$ cat src/rtl/pipe_stage_reg_pkg.sv
// Shared encodings for the generalised inter-stage pipeline register.
package pipe_stage_reg_pkg;

   // Legacy core encodings carried over from the fixed-field stage registers
   localparam logic        STOP              = 1'b1;
   localparam logic        NO_STOP           = 1'b0;
   localparam logic        RST_ENABLE        = 1'b1;
   localparam logic        NOT_IN_DELAY_SLOT = 1'b0;
   localparam logic [31:0] ZERO_WORD         = 32'h0000_0000;

   // One action per cycle, listed in priority order
   typedef enum logic [2:0] {
      ACT_RST    = 3'd0,
      ACT_FLUSH  = 3'd1,
      ACT_BUBBLE = 3'd2,
      ACT_ADV    = 3'd3,
      ACT_HOLD   = 3'd4
   } stage_act_e;

   // Resolve reset/flush/stall into the single action taken this cycle.
   // s_up=0 always advances, including the illegal s_up=0/s_dn=1 pattern.
   function automatic stage_act_e decode_act(input logic rst, input logic flush,
                                             input logic s_up, input logic s_dn);
      if (rst == RST_ENABLE)              return ACT_RST;
      else if (flush)                     return ACT_FLUSH;
      else if (s_up == NO_STOP)           return ACT_ADV;
      else if (s_dn == NO_STOP)           return ACT_BUBBLE;
      else                                return ACT_HOLD;
   endfunction

endpackage

$ cat src/rtl/pipe_stage_reg_sat_counter.sv
// Saturating up-counter; clear overrides increment, reset overrides clear.
module sat_counter #(
   parameter int CNT_W = 16
) (
   input  logic             clk,
   input  logic             rst,
   input  logic             inc,
   input  logic             clr,
   output logic [CNT_W-1:0] q
);

   logic [CNT_W-1:0] r_q;

   // Count up on inc, sticking at all-ones instead of wrapping
   always_ff @(posedge clk) begin
      if (rst)                       r_q <= '0;
      else if (clr)                  r_q <= '0;
      else if (inc && (r_q != '1))   r_q <= r_q + CNT_W'(1);
   end

   assign q = r_q;

endmodule

$ cat src/rtl/pipe_stage_reg.sv
// Parametrised inter-stage pipeline register with stall/bubble/flush
// handling, delay-slot token tracking and saturating perf counters.
module pipe_stage_reg
   import pipe_stage_reg_pkg::*;
#(
   parameter int                DATA_W    = 128,
   parameter logic [DATA_W-1:0] NOP_VALUE = {DATA_W{1'b0}},
   parameter int                STALL_W   = 6,
   parameter int                STAGE     = 2,
   parameter int                CNT_W     = 16
) (
   input  logic               clk,
   input  logic               rst,
   input  logic [STALL_W-1:0] stall,
   input  logic               flush,
   input  logic [DATA_W-1:0]  in_data,
   input  logic               in_valid,
   input  logic               in_is_in_delayslot,
   input  logic               next_inst_delayslot_i,
   input  logic               cnt_clr,
   output logic [DATA_W-1:0]  out_data,
   output logic               out_valid,
   output logic               out_is_in_delayslot,
   output logic               ds_token_o,
   output logic [CNT_W-1:0]   stall_cnt,
   output logic [CNT_W-1:0]   bubble_cnt,
   output logic [CNT_W-1:0]   flush_cnt
);

   // STAGE+1 must still index the stall vector
   if (STAGE > STALL_W-2) begin : g_bad_stage
      $fatal(1, "pipe_stage_reg: STAGE out of range 0..STALL_W-2");
   end

   logic              w_s_up;
   logic              w_s_dn;
   stage_act_e        w_act;
   logic [DATA_W-1:0] r_data;
   logic              r_valid;
   logic              r_ds;
   logic              r_ds_token;

   assign w_s_up = stall[STAGE];
   assign w_s_dn = stall[STAGE+1];
   assign w_act  = decode_act(rst, flush, w_s_up, w_s_dn);

   // Payload and flags: load on advance, NOP on reset/flush/bubble, keep on hold
   always_ff @(posedge clk) begin
      case (w_act)
         ACT_RST, ACT_FLUSH: begin
            r_data     <= NOP_VALUE;
            r_valid    <= 1'b0;
            r_ds       <= NOT_IN_DELAY_SLOT;
            r_ds_token <= 1'b0;
         end
         ACT_BUBBLE: begin
            // token is kept so the branch's delay slot still gets marked
            r_data     <= NOP_VALUE;
            r_valid    <= 1'b0;
            r_ds       <= NOT_IN_DELAY_SLOT;
         end
         ACT_ADV: begin
            r_data     <= in_data;
            r_valid    <= in_valid;
            r_ds       <= in_is_in_delayslot & in_valid;
            r_ds_token <= next_inst_delayslot_i & in_valid;
         end
         default: ;
      endcase
   end

   assign out_data            = r_data;
   assign out_valid           = r_valid;
   assign out_is_in_delayslot = r_ds;
   assign ds_token_o          = r_ds_token;

   sat_counter #(.CNT_W(CNT_W)) u_stall_cnt (
      .clk (clk), .rst (rst), .inc (w_act == ACT_HOLD),
      .clr (cnt_clr), .q (stall_cnt)
   );

   sat_counter #(.CNT_W(CNT_W)) u_bubble_cnt (
      .clk (clk), .rst (rst), .inc (w_act == ACT_BUBBLE),
      .clr (cnt_clr), .q (bubble_cnt)
   );

   // Only flushes that actually kill a live instruction are counted
   sat_counter #(.CNT_W(CNT_W)) u_flush_cnt (
      .clk (clk), .rst (rst), .inc ((w_act == ACT_FLUSH) && r_valid),
      .clr (cnt_clr), .q (flush_cnt)
   );

`ifndef SYNTHESIS
   // Flag the illegal stall pattern: downstream stopped while upstream runs
   always_ff @(posedge clk) begin
      if (!rst) begin
         assert (!(w_s_dn == STOP && w_s_up == NO_STOP))
            else $error("pipe_stage_reg: illegal stall pattern %b", stall);
      end
   end
`endif

endmodule

$ cat config.mk
export PLATFORM = sky130hd
export DESIGN_NAME = pipe_stage_reg
export DESIGN_NICKNAME = d
export VERILOG_FILES = /design/src/rtl/pipe_stage_reg_pkg.sv /design/src/rtl/pipe_stage_reg_sat_counter.sv /design/src/rtl/pipe_stage_reg.sv
export SDC_FILE = /design/constraint.sdc
export NUM_CORES = 1
export LEC_CHECK = 0
export CAP_MARGIN = 20
export CORE_AREA = 2 2 139 141
export DETAILED_ROUTE_END_ITERATION = 10
export DIE_AREA = 0 0 141 143
export GPL_TIMING_DRIVEN = 1
export PLACE_DENSITY_LB_ADDON = 0.2
export SLEW_MARGIN = 20
export SYNTH_ARGS = -nofsm -noshare
export SYNTH_HDL_FRONTEND = slang
export SYNTH_SLANG_ARGS = --single-unit
$ cat constraint.sdc
create_clock -name clk -period 14.8 [get_ports clk]
set_input_delay 3.7 -clock clk [delete_from_list [all_inputs] [get_ports clk]]
set_output_delay 3.7 -clock clk [all_outputs]
set_load 0.05 [all_outputs]
== Word level (Yosys, flattened, before mapping) ==
Index checks and enable logic that the tools add are counted.
Operators by class
  add/sub/neg operators: 3
  equality and inequality tests: 7
  mux-type cells: 8
  bitwise operators: 2
  reductions and logical operators: 10
Operators with widths (number)
  $pmux 128 s2: 1
  $add 16x1->16 const B: 3
  $ne 16x16->1 const B: 3
  $mux 3: 4
  $eq 3x2->1 const B: 2
  $pmux 1 s2: 3
  $logic_and 1x1->1: 4
  $reduce_bool 2->1: 2
  $reduce_or 2->1: 2
  $eq 3x1->1 const B: 1
  $eq 3x3->1 const B: 1
  $logic_not 3->1: 1
  $reduce_or 3->1: 1
  $and 1x1->1: 2
Storage, ports and cells
  bits in registers: 179
  bits of input ports: 141
  output and inout bits: 179
  word-level logic and storage cells: 37

== Depth between registers and ports, before layout ==
  depth in word-level cells: 7
  gate-level depth with buffers: 6
  mapped depth without buffers: 5

== Cells and area by module ==
From an unflattened synthesis, not the netlist that was laid out.
Second synthesis, totals
  cell total of the unflattened synthesis: 589
  area total of the unflattened synthesis: 7629.8 µm²
By module, submodules not included
  pipe_stage_reg: times used 1, cells an instance 283, area each 4878.4 µm², seq. area each 3933.8 µm²
  sat_counter: times used 3, cells an instance 102, area each 917.1 µm², seq. area each 320.3 µm²

== Least setup slack after synthesis ==
Ideal clock, no wire load.
  path kind: input -> register
  from: input port rst
  to: register u_stall_cnt.r_q[0], in the netlist u_stall_cnt.q[0]
  library setup time: 0.139 ns
  data arrival time: 7.047 ns
  data required time: 14.661 ns
  slack: 7.614 ns
  cell stages on the path: 6
  path buffers: 2
  cell sequence: buf_6 nor4bb_1 clkbuf_1 inv_1 a21oi_1 mux2i_1
Between the ends
  longest elaborated chain between the ends: 3
  elaborated cells on any way between the ends: 4
  those cells by class: eq/ne: 1; mux: 1; reduce/logical: 2
Ends and longest elaborated chain
  start, declared: RTL line pipe_stage_reg.sv:13  | input logic rst,
  $mux 3: RTL line pipe_stage_reg_pkg.sv:24  | if (rst == RST_ENABLE) return ACT_RST;
  $eq 3x3->1: RTL line pipe_stage_reg.sv:78  | .clk (clk), .rst (rst), .inc (w_act == ACT_HOLD),
  $logic_and 1x1->1: RTL line pipe_stage_reg_sat_counter.sv:18  | else if (inc && (r_q != '1)) r_q <= r_q + CNT_W'(1);
  end signal, assigned: RTL line pipe_stage_reg_sat_counter.sv:18
  end, declared: RTL line pipe_stage_reg_sat_counter.sv:12  | logic [CNT_W-1:0] r_q;
Several ways; a longest one is shown, not always the timed one.
A chain may end at the register's enable or synchronous reset.

== Final worst setup path ==
  from: input port rst
  to: register r_data[94], in the netlist out_data[94] (enable)
Between the ends
  longest elaborated chain between the ends: 4
  elaborated cells on any way between the ends: 7
  those cells by class: eq/ne: 3; mux: 1; reduce/logical: 3
Ends and longest elaborated chain
  $mux 3 *: RTL line pipe_stage_reg_pkg.sv:24
  $eq 3x1->1 (tied with other cells): RTL line pipe_stage_reg.sv:49  | case (w_act)
  $reduce_or 3->1 (no line)
  $reduce_bool 2->1 (no line) *
  end signal, assigned: RTL line pipe_stage_reg.sv:63  | r_data <= in_data;
  end, declared: RTL line pipe_stage_reg.sv:38  | logic [DATA_W-1:0] r_data;
Every way passes the cells marked *; elsewhere a longest branch is shown, timed or not.

==> impl_metrics.toml <==
[outcome]
status = "finished, final reports clean"

[global_route]
grt.total_usage_pct = 19.94
grt_first_pass_wirelength_um = 31130
grt_pass1_vias = 5877
grt-ovfl-total = 0
antenna_found_initial = 0
grt_max_degree = 132

[layout]
final_common_cell = "clkdlybuf4s50_1"
fillCellCount = 1477
drive_above_1_share_pct = 4.736
seqCellArea_sq_mm = 0.004895
area_growth_pct = 54.03
final_net_count = 1039
n_antenna_cell = 0
mostFrequentLayoutCells = "clkdlybuf4s50_1, and2_1, edfxtp_1, dfxtp_1, nand2_1"
multi_input_area_sq_mm = 0.002307

[sta]
tightestPinTransition_ns = 0.9967
max_clock_freq_mhz = 155.4
hold_viol = 0
maxSlewHeadroom_pct = 32.94
skew_ns = 0.006923
fin_crit_ns = 6.433
drv_slew = 0
setup-tns-final_ns = 0
setup_viol = 0
rsz0062_at_grt = "no"
post-route-period-util_pct = 43.47

[clocking]
cts_buffers = 17
cts_setup_buffers = 0
cts_max_level = 4
cts-root-buf = "clkbuf_16"
clk_latency_ns = 0.42
cts_tree = "done"
cts.sinks = 179
clk_pin_slew_ns = 0.06
holdBufCountCts = 0
clock_path_buffers = 2
ctsResizeCount = 0

[synthesis]
yosysWarningCount = 0
syn_area_sq_mm = 0.007352
synth_flop_cell = "edfxtp_1"
syn_avg_cell_area_sq_um = 12.55
ys_seq_area_share_pct = 66.58
synth_nets = 730
yosysUniqueCellTypes = 46
ys_ff_latch = 179
synth_edf_count = 131
syn_inst = 586
synthArstFlopShare_pct = 0

[power]
sequentialPowerShare_pct = 47.4
p_sw_share_pct = 24.86
p_clk_share_pct = 39.1
finalPower_w = 0.001183
p_leak_nw = 4.076
internal-power_w = 0.0008889
combPwrFrac_pct = 13.6
p_sw_w = 0.0002941
peakVddDrop_mv = 0.07620
power_density_mw_per_mm2 = 104.5

[setup_path]
startpoint_type = "input pin"
slowest_delay_ns = 0.92
cp-end-kind = "flip-flop"
crit_type = "in -> reg"
crit_chain = "clkdlybuf4s50_1, nor4bb_1, buf_4, inv_4, buf_4"
required_ns = 14.84
cp_data_arrival_time_ns = 6.47
reg2reg_slack_ns = 12.73
reg2reg_from = "u_flush_cnt.q[4]"
crit_fanout = 76
r2r_end = "u_flush_cnt.q[8]"
critPathMostFrequentCell = "buf_4"
reg2reg_depth = 4
crit_slowest_cell = "clkdlybuf4s50_1"

[drt]
vias = 5813
drtPass1Iterations = 4
route.detailed.drc = 0
drtIter0Drc = 216
via_per_inst = 5.090
detail_route.wl_per_cell_um = 18.12
routed_wl_um = 20700
antenna_left = 0

[place]
io_buffers = 315
post-dp-hpwl_um = 15120
gp_congestion = 0.8986

[floorplanning]
io_pins = 320
core_area_sq_mm = 0.01858
die_area_sq_mm = 0.02016
start_util_pct = 39.57
die_w_um = 141
fp-row-count = 50
fp.dieH_um = 143

[hold_path]
hold_end = "u_flush_cnt.q[1]"
hold_path_depth = 2
hp-class = "reg -> reg"
holdCritStartpoint = "u_flush_cnt.q[1]"

[run]
maxCapViolations = 0
routing by layer:
metal | vias up | track usage (%) | wire length, um
met5 | - | 0 | 0
met4 | 0 | 7.632 | 533
met3 | 31 | 8.350 | 1976
met2 | 246 | 34.12 | 10630
met1 | 2757 | 22.27 | 7555
li1 | 2779 | - | -
cell families (layout without fill, tap and decap cells):
| group | after synthesis | count (layout) | synth area share (%) |
|---|---|---|---|
| flops | 179 | 179 | 66.58 |
| buf+inv | 39 | 361 | 2.110 |
| mux | 13 | 13 | 1.770 |
| compound gates | 73 | 73 | 6.552 |
| simple gates | 278 | 278 | 22.36 |
| xor+xnor | 1 | 1 | 0.1192 |
| fa+ha+maj | 3 | 3 | 0.5106 |
registers in the layout (all words and copies together) (netlist names):
register / flops
ds_token_o: 1
out_data: 128
out_is_in_delayslot: 1
out_valid: 1
u_bubble_cnt.q: 16
u_flush_cnt.q: 16
u_stall_cnt.q: 16
metrics by stage:
stage / instances / hold WS (ns) / utilization, % / worst slack (ns) / instance area [sq um]
after floorplan: 586 / 0.6949 / - / 7.614 / 7352
after global placement: 1110 / 0.4775 / 57.70 / 8.013 / 10720
after detailed placement: 1110 / 0.4998 / 57.70 / 7.910 / 10720
after CTS: 1142 / 0.5104 / 60.95 / 8.385 / 11320
after global routing: 1142 / 0.5368 / 60.95 / 8.173 / 11320
final: 1142 / 0.5115 / 60.95 / 8.367 / 11320
final cells by class:
class / instances / share of cell area (%)
Sequential cell: 179 / 43.22
Timing Repair Buffer: 320 / 28.17
Multi-Input combinational cell: 368 / 20.37
Clock buffer: 17 / 3.756
Tap cell: 234 / 2.585
Clock inverter: 15 / 1.569
Inverter: 9 / 0.3204
cells in the mapped netlist (2+ instances only):
cell,number,area [sq um]
o2111ai_1,2,17.52
or4_1,13,97.59
o41ai_1,4,35.03
nor4_1,11,68.82
mux2i_1,13,130.1
and4_1,5,43.79
ha_1,3,37.54
o21a_1,2,15.01
nand2_1,34,127.6
clkbuf_1,27,101.4
a211oi_1,5,37.54
o21ai_0,8,40.04
nand3_1,18,90.09
inv_1,9,33.78
o211ai_1,2,15.01
o311ai_0,2,17.52
nand4_1,10,62.56
or2_2,4,25.02
o31ai_1,13,97.59
nor3_1,12,60.06
edfxtp_1,131,3934
dfxtp_1,48,960.9
and3_1,5,31.28
or3_1,16,100.1
a21oi_1,25,125.1
nor4b_1,2,17.52
and2_1,131,819.5
nor2_1,10,37.54
a31oi_1,4,25.02
worst max-delay path by stage:
stage                       end  slack (ns)  cells after the start  from
5_1_grt            out_data[56]        8.17                      5   rst
4_1_cts            out_data[95]        8.38                      5   rst
3_5_place_dp       out_data[82]        7.91                      5   rst
6_report           out_data[94]        8.37                      5   rst
2_1_floorplan  u_stall_cnt.q[0]        7.61                      6   rst
3_3_place_gp       out_data[40]        8.01                      5   rst
worst max-delay path: cells and delay by family:
| kind | cells | cell delay, ns |
|---|---|---|
| AND/OR/NAND/NOR | 1 | 0.14 |
| buffers and inverters | 4 | 2.51 |
power groups by stage:
stage          Clock, W  Sequential (W)  Combinational, W
6_report       0.000462        0.000560          0.000161
5_1_grt        0.000490        0.000562          0.000167
4_1_cts        0.000473        0.000561          0.000162
3_5_place_dp          0        0.000571          0.000162
3_3_place_gp          0        0.000571          0.000160
2_1_floorplan         0        0.000638         0.0000164
No activity file was read; power rests on OpenSTA's default activity.
